### src/rtl/palette_loader_pkg.sv
// Shared types and constants for the palette loader: FSM states, palette geometry
// and the RGB packing helper used when a third byte completes an entry.
package palette_loader_pkg;

    typedef enum logic [1:0] {
        ST_IDLE   = 2'd0,
        ST_LOAD   = 2'd1,
        ST_DRAIN  = 2'd2,
        ST_FINISH = 2'd3
    } pl_state_e;

    localparam int PAL_ENTRIES     = 64;
    localparam int BYTES_PER_ENTRY = 3;
    localparam int IDX_W           = 6;
    localparam int WORD_W          = 24;

    localparam logic [IDX_W-1:0] LAST_IDX = IDX_W'(PAL_ENTRIES - 1);
    localparam logic [1:0]       PH_LAST  = 2'(BYTES_PER_ENTRY - 1);

    function automatic logic [WORD_W-1:0] pack_rgb(input logic [7:0] r,
                                                   input logic [7:0] g,
                                                   input logic [7:0] b);
        return {r, g, b};
    endfunction

endpackage

### src/rtl/palette_loader_sync_fifo.sv
// Single-clock first-word-fall-through FIFO holding assembled palette words.
// A write into a full FIFO succeeds when a read happens in the same cycle.
module sync_fifo #(
    parameter int WIDTH = 24,
    parameter int DEPTH = 4
) (
    input  logic             clk,
    input  logic             reset_n,
    input  logic             srst,
    input  logic             wr_en,
    input  logic [WIDTH-1:0] wr_data,
    input  logic             rd_en,
    output logic [WIDTH-1:0] rd_data,
    output logic             full,
    output logic             empty
);

    localparam int AW = $clog2(DEPTH);
    localparam logic [AW:0] DEPTH_C = (AW + 1)'(DEPTH);

    logic [WIDTH-1:0] mem_r [DEPTH];
    logic [AW-1:0]    wr_ptr_r;
    logic [AW-1:0]    rd_ptr_r;
    logic [AW:0]      count_r;
    logic             do_wr_s;
    logic             do_rd_s;

    // Qualify requests against the occupancy flags.
    always_comb begin
        do_rd_s = rd_en && (count_r != (AW + 1)'(0));
        do_wr_s = wr_en && ((count_r != DEPTH_C) || do_rd_s);
    end

    assign full    = (count_r == DEPTH_C);
    assign empty   = (count_r == (AW + 1)'(0));
    assign rd_data = mem_r[rd_ptr_r];

    // Storage array; contents are qualified by the pointers, so no reset.
    always_ff @(posedge clk) begin
        if (do_wr_s) begin
            mem_r[wr_ptr_r] <= wr_data;
        end
    end

    // Pointers and occupancy, cleared by either reset.
    always_ff @(posedge clk or negedge reset_n) begin
        if (!reset_n) begin
            wr_ptr_r <= '0;
            rd_ptr_r <= '0;
            count_r  <= '0;
        end else if (srst) begin
            wr_ptr_r <= '0;
            rd_ptr_r <= '0;
            count_r  <= '0;
        end else begin
            if (do_wr_s) begin
                wr_ptr_r <= wr_ptr_r + AW'(1);
            end
            if (do_rd_s) begin
                rd_ptr_r <= rd_ptr_r + AW'(1);
            end
            case ({do_wr_s, do_rd_s})
                2'b10:   count_r <= count_r + (AW + 1)'(1);
                2'b01:   count_r <= count_r - (AW + 1)'(1);
                default: count_r <= count_r;
            endcase
        end
    end

endmodule

### src/rtl/palette_loader.sv
// Assembles an R,G,B byte stream into 64 palette words and writes them to the
// palette RAM one per cycle, optionally only while the display is blanking.
module palette_loader
    import palette_loader_pkg::*;
#(
    parameter int FIFO_DEPTH = 4,
    parameter bit BLANK_ONLY = 1'b1
) (
    input  logic              clk,
    input  logic              reset_n,
    input  logic              start,
    input  logic              s_valid,
    input  logic [7:0]        s_data,
    input  logic              s_last,
    output logic              s_ready,
    input  logic              hblank,
    input  logic              vblank,
    output logic              load_color,
    output logic [IDX_W-1:0]  load_color_index,
    output logic [WORD_W-1:0] load_color_data,
    output logic              busy,
    output logic              done,
    output logic              error
);

    pl_state_e         state_r, next_state_s;
    logic [1:0]        phase_r;
    logic [IDX_W-1:0]  push_cnt_r;
    logic [IDX_W-1:0]  wr_idx_r;
    logic [7:0]        r_byte_r, g_byte_r;
    logic              load_color_r, busy_r, done_r, error_r;
    logic [IDX_W-1:0]  index_r;
    logic [WORD_W-1:0] data_r;

    logic              fifo_full_s, fifo_empty_s;
    logic [WORD_W-1:0] fifo_rdata_s, fifo_wdata_s;
    logic              blank_ok_s, pop_s, ready_s, accept_s, push_s;
    logic              last_push_s, short_s;

    // Datapath handshakes. R and G bytes need no FIFO space, so only the B byte
    // waits on a full FIFO; start cancels any pop or byte in its cycle.
    always_comb begin
        blank_ok_s   = (BLANK_ONLY == 1'b0) || hblank || vblank;
        pop_s        = ((state_r == ST_LOAD) || (state_r == ST_DRAIN)) && !fifo_empty_s
                       && blank_ok_s && !start;
        ready_s      = (state_r == ST_LOAD) && !start
                       && ((phase_r != PH_LAST) || !fifo_full_s || pop_s);
        accept_s     = s_valid && ready_s;
        push_s       = accept_s && (phase_r == PH_LAST);
        last_push_s  = push_s && (push_cnt_r == LAST_IDX);
        short_s      = accept_s && s_last && !last_push_s;
        fifo_wdata_s = pack_rgb(r_byte_r, g_byte_r, s_data);
    end

    // Next-state logic.
    always_comb begin
        next_state_s = state_r;
        case (state_r)
            ST_IDLE: begin
                if (start) next_state_s = ST_LOAD;
                else       next_state_s = ST_IDLE;
            end
            ST_LOAD: begin
                if (start)                       next_state_s = ST_LOAD;
                else if (last_push_s || short_s) next_state_s = ST_DRAIN;
                else                             next_state_s = ST_LOAD;
            end
            ST_DRAIN: begin
                if (start)                              next_state_s = ST_LOAD;
                else if (fifo_empty_s && !load_color_r) next_state_s = ST_FINISH;
                else                                    next_state_s = ST_DRAIN;
            end
            ST_FINISH: begin
                if (start) next_state_s = ST_LOAD;
                else       next_state_s = ST_IDLE;
            end
            default: next_state_s = ST_IDLE;
        endcase
    end

    // State register and status flags aligned with the state.
    always_ff @(posedge clk or negedge reset_n) begin
        if (!reset_n) begin
            state_r <= ST_IDLE;
            busy_r  <= 1'b0;
            done_r  <= 1'b0;
        end else begin
            state_r <= next_state_s;
            busy_r  <= (next_state_s != ST_IDLE);
            done_r  <= (next_state_s == ST_FINISH);
        end
    end

    // Byte assembly, push counting and the sticky short-stream flag.
    always_ff @(posedge clk or negedge reset_n) begin
        if (!reset_n) begin
            phase_r    <= 2'd0;
            push_cnt_r <= '0;
            r_byte_r   <= 8'd0;
            g_byte_r   <= 8'd0;
            error_r    <= 1'b0;
        end else if (start) begin
            phase_r    <= 2'd0;
            push_cnt_r <= '0;
            error_r    <= 1'b0;
        end else begin
            if (accept_s) begin
                if (short_s || (phase_r == PH_LAST)) begin
                    phase_r <= 2'd0;
                end else begin
                    phase_r <= phase_r + 2'd1;
                end
                if (phase_r == 2'd0) r_byte_r <= s_data;
                if (phase_r == 2'd1) g_byte_r <= s_data;
            end
            if (push_s && (push_cnt_r != LAST_IDX)) begin
                push_cnt_r <= push_cnt_r + IDX_W'(1);
            end
            if (short_s) begin
                error_r <= 1'b1;
            end
        end
    end

    // Palette write port: a pop registers one write; index and data hold otherwise.
    always_ff @(posedge clk or negedge reset_n) begin
        if (!reset_n) begin
            load_color_r <= 1'b0;
            index_r      <= '0;
            data_r       <= '0;
            wr_idx_r     <= '0;
        end else begin
            load_color_r <= pop_s;
            if (pop_s) begin
                index_r <= wr_idx_r;
                data_r  <= fifo_rdata_s;
            end
            if (start) begin
                wr_idx_r <= '0;
            end else if (pop_s && (wr_idx_r != LAST_IDX)) begin
                wr_idx_r <= wr_idx_r + IDX_W'(1);
            end
        end
    end

    sync_fifo #(
        .WIDTH (WORD_W),
        .DEPTH (FIFO_DEPTH)
    ) u_fifo (
        .clk     (clk),
        .reset_n (reset_n),
        .srst    (start),
        .wr_en   (push_s),
        .wr_data (fifo_wdata_s),
        .rd_en   (pop_s),
        .rd_data (fifo_rdata_s),
        .full    (fifo_full_s),
        .empty   (fifo_empty_s)
    );

    assign s_ready          = ready_s;
    assign load_color       = load_color_r;
    assign load_color_index = index_r;
    assign load_color_data  = data_r;
    assign busy             = busy_r;
    assign done             = done_r;
    assign error            = error_r;

endmodule

### config.mk
export PLATFORM = sky130hd
export DESIGN_NAME = palette_loader
export DESIGN_NICKNAME = d
export VERILOG_FILES = /design/src/rtl/palette_loader_pkg.sv /design/src/rtl/palette_loader_sync_fifo.sv /design/src/rtl/palette_loader.sv
export SDC_FILE = /design/constraint.sdc
export NUM_CORES = 1
export LEC_CHECK = 0
export CORE_MARGIN = 4
export CORE_UTILIZATION = 50
export DETAILED_ROUTE_END_ITERATION = 6
export GPL_TIMING_DRIVEN = 0
export PLACE_DENSITY = 0.68
export SETUP_SLACK_MARGIN = 0.4
export SLEW_MARGIN = 20
export SYNTH_ARGS = -nofsm -noshare
export SYNTH_HDL_FRONTEND = slang
export SYNTH_SLANG_ARGS = --single-unit
### constraint.sdc
create_clock -name clk -period 3.19 [get_ports clk]
set_input_delay 0.7975 -clock clk [delete_from_list [all_inputs] [get_ports clk]]
set_output_delay 0.7975 -clock clk [all_outputs]
set_load 0.03 [all_outputs]
==> reports/results.ini <==
[critical_path]
end_kind=output pin
crit_arrival_ps=1940
start_kind=primary input
worstSetupPathType=in -> out
critPathRequiredTime_ps=2390
crit_fanout=9

[final_layout]
final_cell_count_no_fill=647
layout_commonest_cell=edfxtp_1
final_cell_mix=96 x edfxtp_1, 73 x dfrtp_1, 48 x mux2_2
n_antenna_cell=0
area_growth_pct=19.5
fill_cells=996
nets=486
drive_gt1_share_pct=28.0
post-route-util_pct=61.2
fin_area_sq_um=8100

[clock_tree]
h-tree-depth=4
cts_buffers=17
clk_path_buf_depth=2
insertion_delay_ps=410
clk_pin_slew_ps=60
clock_sinks=169
cts-root-buf=clkbuf_16
cts_hold_buffers=0
cts_tree=yes

[routing]
drt_iter0_drc=233
drc=0
viasPerCell=5.55
ant_nets=0
route.final.wire_length_um=12400
drt_first_pass_iters=4
post_drt_wl_per_cell_um=19.1
vias=3594

[floorplanning]
ioPinCount=50
die_area_sq_um=15500
core_sq_um=13200
start_util_pct=51.2
die_h_um=124
rows=42
die_w_um=124

[placement]
dpl_cell_area_sq_um=7520
port_buffers=49
dp.cells=613
gp_congestion=0.794
post-place-ws_ps=-277
dp_hpwl_um=7650

[timing]
max_slew_margin_pct=51.9
period_share_pct=85.8
slew_viol_final=0
setup_ws_ps=454
timing.setup.tns_ps=0
fin_worst_skew_ps=3.53
worst_pin_slew_ps=722
fin_crit_ps=2740
clock.fmax_mhz=365
rsz0062_at_grt=yes
setup_viol=0
hold_ws_ps=299
hold_violations=0

[synthesis]
syn_avg_cell_area_sq_um=17.5
async_reset_ff_share_pct=43.2
synth_edf_count=96
yosys.area.top_type=edfxtp_1
synth_nets=415
postSynthCellCount=387
ys.flop_type=edfxtp_1
yosysTopAreaCellShare_pct=42.5
synth_area_leaders=edfxtp_1 43%, dfrtp_1 27%, mux2_2 8.0%
synth_area_sq_um=6780
ys_warn_count=0
synth_cell_type_count=47
ys_seq_area_share_pct=69.4
synth-seq-cells=169

[flow_run]
maxCapViolations=0

[global_route]
grt_pass1_wl_um=20000
track_usage_pct=16.9
grt_overflow=0
grt_pass1_vias=3700
antenna_found_initial=0
grt_max_degree=51

[outcome]
status=complete, no violations

[power_and_ir_drop]
p_total_mw=6.61
powerDensity_nw_per_um2=816
p_leak_nw=3.00
irDropWorstVdd_mv=0.402

[worst_hold_path]
holdCritPathClass=in -> async

==> kinds of logic after synthesis <==
kind of cell / after synthesis / synth area share, %
fa+ha+maj: 13 / 2.51
mux: 74 / 16.2
xor+xnor: 4 / 0.517
flops: 169 / 69.4
buf+inv: 26 / 1.62
simple gates: 64 / 5.35
compound gates: 37 / 4.34
==> worst paths after layout <==
| check | start | end | slack (ps) | depth (start not counted) |
|---|---|---|---|---|
| max | start | s_ready | 450 | 4 |
| min | reset_n | load_color_data[22] | 300 | 1 |
| max reg2reg | state_r[0] | u_fifo.count_r[2] | 490 | 11 |
| min reg2reg | load_color_data[5] | load_color_data[5] | 510 | 1 |
| max in group asynchronous | reset_n | phase_r[1] | 2310 | 2 |
| min in group clk | load_color_data[5] | load_color_data[5] | 510 | 1 |
==> final cells by class <==
class | instances | area [sq um] | share of cell area [%]
inverters | 11 | 42.5 | 0.525
flip-flops and latches | 169 | 4710 | 58.1
clock buffers | 18 | 439 | 5.42
plain buffers | 15 | 73.8 | 0.911
clock inverters | 14 | 106 | 1.31
multi-input cells | 192 | 1980 | 24.5
repair buffers | 52 | 529 | 6.53
well taps | 176 | 220 | 2.72
==> critical path, cell delays in order <==
cell             delay, ps
clkdlybuf4s15_1        400
clkinv_2               240
and3_1                 210
clkdlybuf4s15_2        280
==> registers in the layout (all words and copies together), names as in the netlist, 2 cells and up <==
register	count
u_fifo.mem_r	96
load_color_data	24
g_byte_r	8
r_byte_r	8
load_color_index	6
push_cnt_r	6
wr_idx_r	6
u_fifo.count_r	3
phase_r	2
state_r	2
u_fifo.rd_ptr_r	2
u_fifo.wr_ptr_r	2
==> cells in the mapped netlist, drive strengths merged (3+ instances only) <==
master,number
mux2,48
nor3,3
and2,8
buf,10
nor2,12
clkbuf,5
o31ai,4
ha,12
dfrtp,73
nand3,15
nor2b,3
edfxtp,96
or3,5
nand2,8
inv,10
mux4,24
and3,3
xnor2,3
o21ai,7
a21oi,9
==> power by group <==
| group | internal [mW] | switching (mW) |
|---|---|---|
| Clock | 1.08 | 0.802 |
| Combinational | 0.862 | 0.902 |
| Sequential | 2.73 | 0.232 |
==> timing repair <==
item | in CTS | in global routing
resized for setup | 9 | 5
setup buffers | 1 | 1
pin swaps | 1 | 1
cloned | 0 | 0
setup endpoints to repair | 2 | 2
==> routing by layer <==
layer / vias up / share of wire (%) / track usage [%]
li1: 1636 / - / -
met1: 1865 / 46 / 23.6
met2: 75 / 49 / 26.0
met3: 18 / 4.0 / 3.99
met4: 0 / 1.6 / 6.38
met5: - / 0 / 0
Power figures use the tool's default switching activity.
